<file path="config.mk">
export PLATFORM = sky130hd
export DESIGN_NAME = nds_sync_l2l_filt
export DESIGN_NICKNAME = d
export VERILOG_FILES = /design/src/rtl/nds_sync_pkg.sv /design/src/rtl/nds_sync_l2l_filt_ch.sv /design/src/rtl/nds_sync_l2l_filt.sv
export SDC_FILE = /design/constraint.sdc
export NUM_CORES = 1
export LEC_CHECK = 0
export BUFFER_PORTS_ARGS = -buffer_cell sky130_fd_sc_hd__clkbuf_2
export CORE_MARGIN = 1.5
export CORE_UTILIZATION = 52
export CTS_CLUSTER_DIAMETER = 30
export DETAILED_ROUTE_END_ITERATION = 7
export PLACE_DENSITY = 0.81
export SLEW_MARGIN = 10
export SYNTH_ARGS = -nofsm -noshare
export SYNTH_HDL_FRONTEND = slang
export SYNTH_SLANG_ARGS = --single-unit
</file>
<file path="constraint.sdc">
create_clock -name b_clk -period 1.45 [get_ports b_clk]
set_clock_uncertainty 0.1 [all_clocks]
set_input_delay 0.145 -clock b_clk [delete_from_list [all_inputs] [get_ports b_clk]]
set_output_delay 0.145 -clock b_clk [all_outputs]
set_load 0.02 [all_outputs]
</file>
<file path="src/rtl/nds_sync_pkg.sv">
// Shared constants and helpers for the nds level-synchronizer family.
package nds_sync_pkg;

  localparam int unsigned NDS_SYNC_STAGES_MIN = 2;
  localparam int unsigned NDS_SYNC_STAGES_MAX = 4;
  localparam int unsigned NDS_FILTER_LEN_MAX  = 256;

  // Filter counter width: clog2(len), never narrower than one bit.
  function automatic int unsigned nds_cnt_w(input int unsigned len);
    int unsigned w;
    w = (len > 1) ? $clog2(len) : 1;
    return w;
  endfunction

endpackage

</file>
<file path="src/rtl/nds_sync_l2l_filt_ch.sv">
// One channel: sync chain, stable-time filter, edge pulses and sticky edge flags.
module nds_sync_l2l_filt_ch
  import nds_sync_pkg::*;
#(
  parameter int unsigned SYNC_STAGES = 2,
  parameter int unsigned FILTER_LEN  = 1,
  parameter logic        RESET_VALUE = 1'b0
) (
  input  logic b_clk,
  input  logic b_reset,
  input  logic a_signal,
  input  logic b_event_clr,
  output logic b_signal,
  output logic b_signal_rising_edge_pulse,
  output logic b_signal_falling_edge_pulse,
  output logic b_signal_edge_pulse,
  output logic b_event_rise,
  output logic b_event_fall
);

  localparam int unsigned SW    = SYNC_STAGES - 1;
  localparam int unsigned CNT_W = nds_cnt_w(FILTER_LEN);
  localparam logic [CNT_W-1:0] CNT_LAST = CNT_W'(FILTER_LEN - 1);

  logic [SW-1:0]    s_q, s_d;
  logic             s_last;
  logic [CNT_W-1:0] cnt_q, cnt_d;
  logic             b_signal_q, b_signal_d;
  logic             d1_q;
  logic             rise, fall;
  logic             event_rise_q, event_rise_d;
  logic             event_fall_q, event_fall_d;

  // s_q[0] is the only flop that samples the asynchronous input.
  always_comb begin
    s_d    = s_q << 1;
    s_d[0] = a_signal;
  end

  assign s_last = s_q[SW-1];

  // Any return to agreement restarts the stable-time count from zero.
  always_comb begin
    b_signal_d = b_signal_q;
    cnt_d      = '0;
    if (s_last != b_signal_q) begin
      if (cnt_q == CNT_LAST) begin
        b_signal_d = s_last;
      end else begin
        cnt_d = cnt_q + CNT_W'(1);
      end
    end
  end

  assign rise = b_signal_q & ~d1_q;
  assign fall = ~b_signal_q & d1_q;

  // Set beats a simultaneous clear.
  always_comb begin
    event_rise_d = rise | (event_rise_q & ~b_event_clr);
    event_fall_d = fall | (event_fall_q & ~b_event_clr);
  end

  always_ff @(posedge b_clk) begin
    if (b_reset) begin
      s_q          <= {SW{RESET_VALUE}};
      cnt_q        <= '0;
      b_signal_q   <= RESET_VALUE;
      d1_q         <= RESET_VALUE;
      event_rise_q <= 1'b0;
      event_fall_q <= 1'b0;
    end else begin
      s_q          <= s_d;
      cnt_q        <= cnt_d;
      b_signal_q   <= b_signal_d;
      d1_q         <= b_signal_q;
      event_rise_q <= event_rise_d;
      event_fall_q <= event_fall_d;
    end
  end

  assign b_signal                    = b_signal_q;
  assign b_signal_rising_edge_pulse  = rise;
  assign b_signal_falling_edge_pulse = fall;
  assign b_signal_edge_pulse         = b_signal_q ^ d1_q;
  assign b_event_rise                = event_rise_q;
  assign b_event_fall                = event_fall_q;

endmodule

</file>
<file path="src/rtl/nds_sync_l2l_filt.sv">
// Multi-channel filtered level synchronizer with edge pulses and sticky edge status.
module nds_sync_l2l_filt
  import nds_sync_pkg::*;
#(
  parameter int unsigned       NUM_CH      = 4,
  parameter int unsigned       SYNC_STAGES = 2,
  parameter int unsigned       FILTER_LEN  = 1,
  parameter logic [NUM_CH-1:0] RESET_VALUE = {NUM_CH{1'b0}}
) (
  input  logic              b_clk,
  input  logic              b_reset,
  input  logic [NUM_CH-1:0] a_signal,
  input  logic [NUM_CH-1:0] b_event_clr,
  output logic [NUM_CH-1:0] b_signal,
  output logic [NUM_CH-1:0] b_signal_rising_edge_pulse,
  output logic [NUM_CH-1:0] b_signal_falling_edge_pulse,
  output logic [NUM_CH-1:0] b_signal_edge_pulse,
  output logic [NUM_CH-1:0] b_event_rise,
  output logic [NUM_CH-1:0] b_event_fall,
  output logic              b_event_any
);

  if (NUM_CH < 1 || NUM_CH > 32) begin : gen_bad_num_ch
    $error("nds_sync_l2l_filt: NUM_CH must be in 1..32");
  end
  if (SYNC_STAGES < NDS_SYNC_STAGES_MIN || SYNC_STAGES > NDS_SYNC_STAGES_MAX) begin : gen_bad_sync
    $error("nds_sync_l2l_filt: SYNC_STAGES must be in 2..4");
  end
  if (FILTER_LEN < 1 || FILTER_LEN > NDS_FILTER_LEN_MAX) begin : gen_bad_filt
    $error("nds_sync_l2l_filt: FILTER_LEN must be in 1..256");
  end

  for (genvar i = 0; i < NUM_CH; i++) begin : gen_ch
    nds_sync_l2l_filt_ch #(
      .SYNC_STAGES(SYNC_STAGES),
      .FILTER_LEN (FILTER_LEN),
      .RESET_VALUE(RESET_VALUE[i])
    ) u_ch (
      .b_clk                      (b_clk),
      .b_reset                    (b_reset),
      .a_signal                   (a_signal[i]),
      .b_event_clr                (b_event_clr[i]),
      .b_signal                   (b_signal[i]),
      .b_signal_rising_edge_pulse (b_signal_rising_edge_pulse[i]),
      .b_signal_falling_edge_pulse(b_signal_falling_edge_pulse[i]),
      .b_signal_edge_pulse        (b_signal_edge_pulse[i]),
      .b_event_rise               (b_event_rise[i]),
      .b_event_fall               (b_event_fall[i])
    );
  end

  assign b_event_any = |{b_event_rise, b_event_fall};

endmodule

</file>
# After elaboration in Yosys (flattened, before gate mapping)

Cells that the tools add are included.

Flip-flop bits (word level): 24
Bits in latches: 0
Memory bits (writable): 0
Bits in read-only memories: 0
Input bits: 10
Word-level logic and storage cells: 89
Memories kept: 0

$add $sub $neg: 4
Multipliers: 0
Div/mod/pow operators: 0
Order comparisons: 0
Eq/ne operators: 4
Shifts and indexed selects: 0
Mux-type cells: 0
Bitwise logic cells: 48
Reductions and logical operators: 9

Operators with widths:

| kind                                | count |
|---|---|
| inverter 1 bit                      | 20 |
| AND 1 bit                           | 16 |
| OR reduction 3 bit                  | 4 |
| bitwise OR 1 bit                    | 8 |
| AND reduction 2 bit                 | 4 |
| OR reduction 8 bit                  | 1 |
| adder 1 bit (second input constant) | 4 |
| inequality test 1 bit               | 4 |
| bitwise XOR 1 bit                   | 4 |

# Logic depth before layout (Yosys ltp)

Depth in word-level cells: 3
Depth in mapped cells: 4
Gate-level depth less buffers: 4

# Cells and area by module

A second synthesis with hierarchy kept.

Cell total of the unflattened synthesis: 91
Area total of the unflattened synthesis: 872.1 um2

By module, submodules not included:

| module               | times used | cells an instance | area each (um2) | sequential area each (um2) |
|---|---|---|---|---|
| nds_sync_l2l_filt_ch | 4          | 22                | 214.0           | 120.1 |
| nds_sync_l2l_filt    | 1          | 3                 | 16.3            | 0.0 |

# Least setup slack after synthesis

No wires, ideal clock.

Kind: register to output
Start: register gen_ch[0].u_ch.d1_q
End: output b_signal_edge_pulse[0]
Arrival time: 0.786 ns
Data required time: 1.205 ns
Path slack: 0.419 ns
Cell stages (with the launch flop): 5
Cell sequence: dfxtp_1 > inv_1 > ha_1 > inv_1 > buf_4

Cells in the longest elaborated chain, start to end: 1

Ends and longest elaborated chain:

| element                | line                       | source |
|---|---|---|
| start, declared        | nds_sync_l2l_filt_ch.sv:29 | `logic d1_q;` |
| start signal, assigned | nds_sync_l2l_filt_ch.sv:76 | `d1_q <= b_signal_q;` |
| bitwise XOR 1 bit      | nds_sync_l2l_filt_ch.sv:85 | `assign b_signal_edge_pulse = b_signal_q ^ d1_q;` |
| end, declared          | nds_sync_l2l_filt.sv:17    | `output logic [NUM_CH-1:0] b_signal_edge_pulse,` |

No other way between the ends.

# Final worst setup path

Start: register gen_ch[3].u_ch.event_fall_q
End: output b_event_any

Cells in the longest elaborated chain, start to end: 1

Ends and longest elaborated chain:

| element                | line                       | source |
|---|---|---|
| start, declared        | nds_sync_l2l_filt_ch.sv:32 | `logic event_fall_q, event_fall_d;` |
| start signal, assigned | nds_sync_l2l_filt_ch.sv:78 | `event_fall_q <= event_fall_d;` |
| OR reduction 8 bit     | nds_sync_l2l_filt.sv:52    | `assign b_event_any = \|{b_event_rise, b_event_fall};` |
| end, declared          | nds_sync_l2l_filt.sv:20    | `output logic b_event_any` |

No other way between the ends.

==> impl_metrics.py <==
metrics = {
    "run_status": {
        "outcome": "completed",
    },
    "logic_synthesis": {
        "yosysTopAreaCell": "dfxtp_1",
        "yosysUniqueCellTypes": 13,
        "ys_seq_area_share_pct": 45.71,
        "syn_inst": 114,
        "ys_ff_latch": 24,
        "syn_avg_cell_area_um2": 9.219,
        "synth_top_area_share_pct": 45.71,
        "yosysWarnings": 0,
        "synthTopCellsByArea": "dfxtp_1 46%, buf_4 17%, ha_1 9.5%",
        "syn_area_um2": 1051,
    },
    "setup_path": {
        "crit_type": "flop to output pin",
        "r2r-end": "gen_ch[2].u_ch.b_event_fall",
        "required_ns": 1.21,
        "endpoint_kind": "output pin",
        "crit_fanout": 2,
        "cp-startpoint": "gen_ch[3].u_ch.b_event_fall",
        "ff2ff_path_depth": 4,
        "start_kind": "flop",
        "rr_startpoint": "gen_ch[2].u_ch.d1_q",
        "regToRegSetupSlack_ns": 0.45,
        "worstPathArrival_ns": 1.17,
    },
    "floorplanning": {
        "die_y_um": 47.96,
        "ios": 35,
        "die-width_um": 47.96,
        "coreArea_um2": 1922,
        "core.rowCount": 16,
        "fp.dieArea_um2": 2300,
        "initial_core_util_pct": 54.69,
    },
    "timing": {
        "layout_min_cycle_time_ns": 1.417,
        "hold_viol": 0,
        "setup_viol": 0,
        "slew_viol_final": 0,
        "min_period_over_period_pct": 97.73,
        "rsz0062_at_grt": "true",
        "fin_setup_tns_ns": 0,
        "fmax_ghz": 0.7057,
        "setup_slack_ns": 0.03297,
    },
    "cts": {
        "cts-htree-levels": 1,
        "cts_tree": "yes",
        "cts-root-buf": "clkbuf_4",
        "clock_sinks": 24,
        "clk_pin_slew_ns": 0.13,
        "cts_buffers": 3,
        "clk_latency_ns": 0.31,
        "clock_path_buffers": 2,
    },
    "routing": {
        "via_per_inst": 4.204,
        "finalWirelength_um": 1611,
        "drt_iter0_drc": 1,
        "route.detailed.drc": 0,
        "drtAntennaViolNets": 0,
        "vias": 702,
        "post_drt_wl_per_cell_um": 9.647,
        "firstDrtPassIters": 3,
    },
    "global_routing": {
        "overflow": 0,
        "grt_use_total_pct": 13.46,
        "grt_pass1_wl_um": 2056,
        "grt_pass1_vias": 546,
        "grt_max_degree": 21,
        "antenna_found_initial": 0,
    },
    "min_path": {
        "worstHoldStart": "b_reset",
        "worstHoldPathType": "input pin to flop",
        "min_to": "gen_ch[3].u_ch.d1_q",
        "hold_depth": 2,
    },
    "place": {
        "post-place-ws_ns": 0.2988,
        "dpl.hpwl_um": 1042,
        "placed_cell_area_um2": 1076,
        "gp_congestion": 0.6549,
        "io_buffers": 34,
    },
    "cells_and_area": {
        "drive_gt1_share_pct": 42.86,
        "diodes": 0,
        "final_core_util_pct": 70.31,
        "fin_nets": 159,
        "fill_cells": 149,
        "area_delta_synth_final_pct": 28.57,
        "design_area_um2": 1351,
    },
    "power": {
        "cellLeakagePower_nw": 0.6444,
        "power_mw": 1.356,
        "peakVddDrop_mv": 0.8239,
        "power_density_nw_per_um2": 1004,
    },
    "run": {
        "cap_violations": 0,
    },
}
cell usage in the layout, fill, tap and decap left out, drive strengths merged:
cell | synthesis | final
nor2b | 4 | 4
nand2 | 1 | 1
buf | 26 | 7
nand2b | 8 | 8
conb | 1 | 4
mux2i | 4 | 4
clkbuf | 0 | 33
ha | 8 | 8
a21oi | 8 | 8
inv | 20 | 20
nor4 | 2 | 2
bufinv | 0 | 1
dfxtp | 24 | 24
dlygate4sd3 | 0 | 8
nor2 | 8 | 8
per-layer routing:
metal / GRT usage (%) / up-vias / routed length (um)
li1: - / 365 / -
met4: 9.730 / 0 / 24
met5: 0 / - / 0
met1: 14.25 / 311 / 713
met3: 4.528 / 4 / 68
met2: 22.13 / 22 / 804
cell usage after synthesis, drive strengths merged:
| master | n |
|---|---|
| nand2b | 8 |
| conb | 1 |
| a21oi | 8 |
| nor4 | 2 |
| nor2b | 4 |
| nor2 | 8 |
| dfxtp | 24 |
| nand2 | 1 |
| mux2i | 4 |
| buf | 26 |
| inv | 20 |
| ha | 8 |
flip-flops by register name, summed over array words and instances, names as in the netlist:
signal                    count
gen_ch.u_ch.s_last            4
gen_ch.u_ch.cnt_q             4
gen_ch.u_ch.b_event_fall      4
gen_ch.u_ch.b_signal          4
gen_ch.u_ch.d1_q              4
gen_ch.u_ch.b_event_rise      4
where the power goes:
part	total (mW)	switching, mW	leakage [nW]	internal [mW]
logic	0.183	0.0890	0.414	0.0940
registers	0.704	0.0195	0.202	0.685
clock network	0.469	0.190	0.0279	0.279
how the worst max path moves through the flow:
stage	to	slack (ns)	cells past startpoint
after global routing	b_event_any	-0.07	3
after global placement	b_event_any	0.32	3
after CTS	b_event_any	-0.02	3
after floorplan	b_signal_edge_pulse[0]	0.42	4
final	b_event_any	0.03	3
after detailed placement	b_event_any	0.30	3
critical path: stages, from the launching register on:
cell     delay, ns
dfxtp_2       0.36
nor4_4        0.27
nand2_1       0.09
buf_6         0.14
what timing repair did:
item,in CTS,in global routing
resized for setup,14,22
hold buffers,8,0
pin swaps,3,3
endpoints found under the hold margin,12,0
buffers inserted,2,1
setup endpoints to repair,5,8
through the flow:
| stage | instances | hold slack (ns) |
|---|---|---|
| floorplan | 117 | 0.1732 |
| global placement | 152 | 0.2557 |
| detailed placement | 152 | 0.2589 |
| CTS | 166 | 0.1364 |
| global route | 167 | 0.1683 |
| finish | 167 | 0.1534 |
cell type report:
| type | instances | area [um^2] | share of cell area [%] |
|---|---|---|---|
| Sequential cell | 24 | 495.5 | 36.67 |
| Clock buffer | 3 | 22.52 | 1.667 |
| Multi-Input combinational cell | 47 | 384.1 | 28.43 |
| Inverter | 20 | 75.07 | 5.556 |
| Timing Repair Buffer | 45 | 310.3 | 22.96 |
| Tap cell | 27 | 33.78 | 2.500 |
| Clock inverter | 1 | 30.03 | 2.222 |
kinds of logic (layout without fill, tap and decap cells):
logic type / Yosys count / after routing / synth area share [%]
buffers and inverters: 46 / 69 / 25.24
multiplexers: 4 / 4 / 3.810
flip-flops: 24 / 24 / 45.71
AND/OR/NAND/NOR: 23 / 23 / 11.55
adder cells (fa/ha/maj): 8 / 8 / 9.524
AO/OA/AOI/OAI: 8 / 8 / 3.810
other: 1 / 4 / 0.3568
Note: power is estimated with default switching activity, not from simulation.
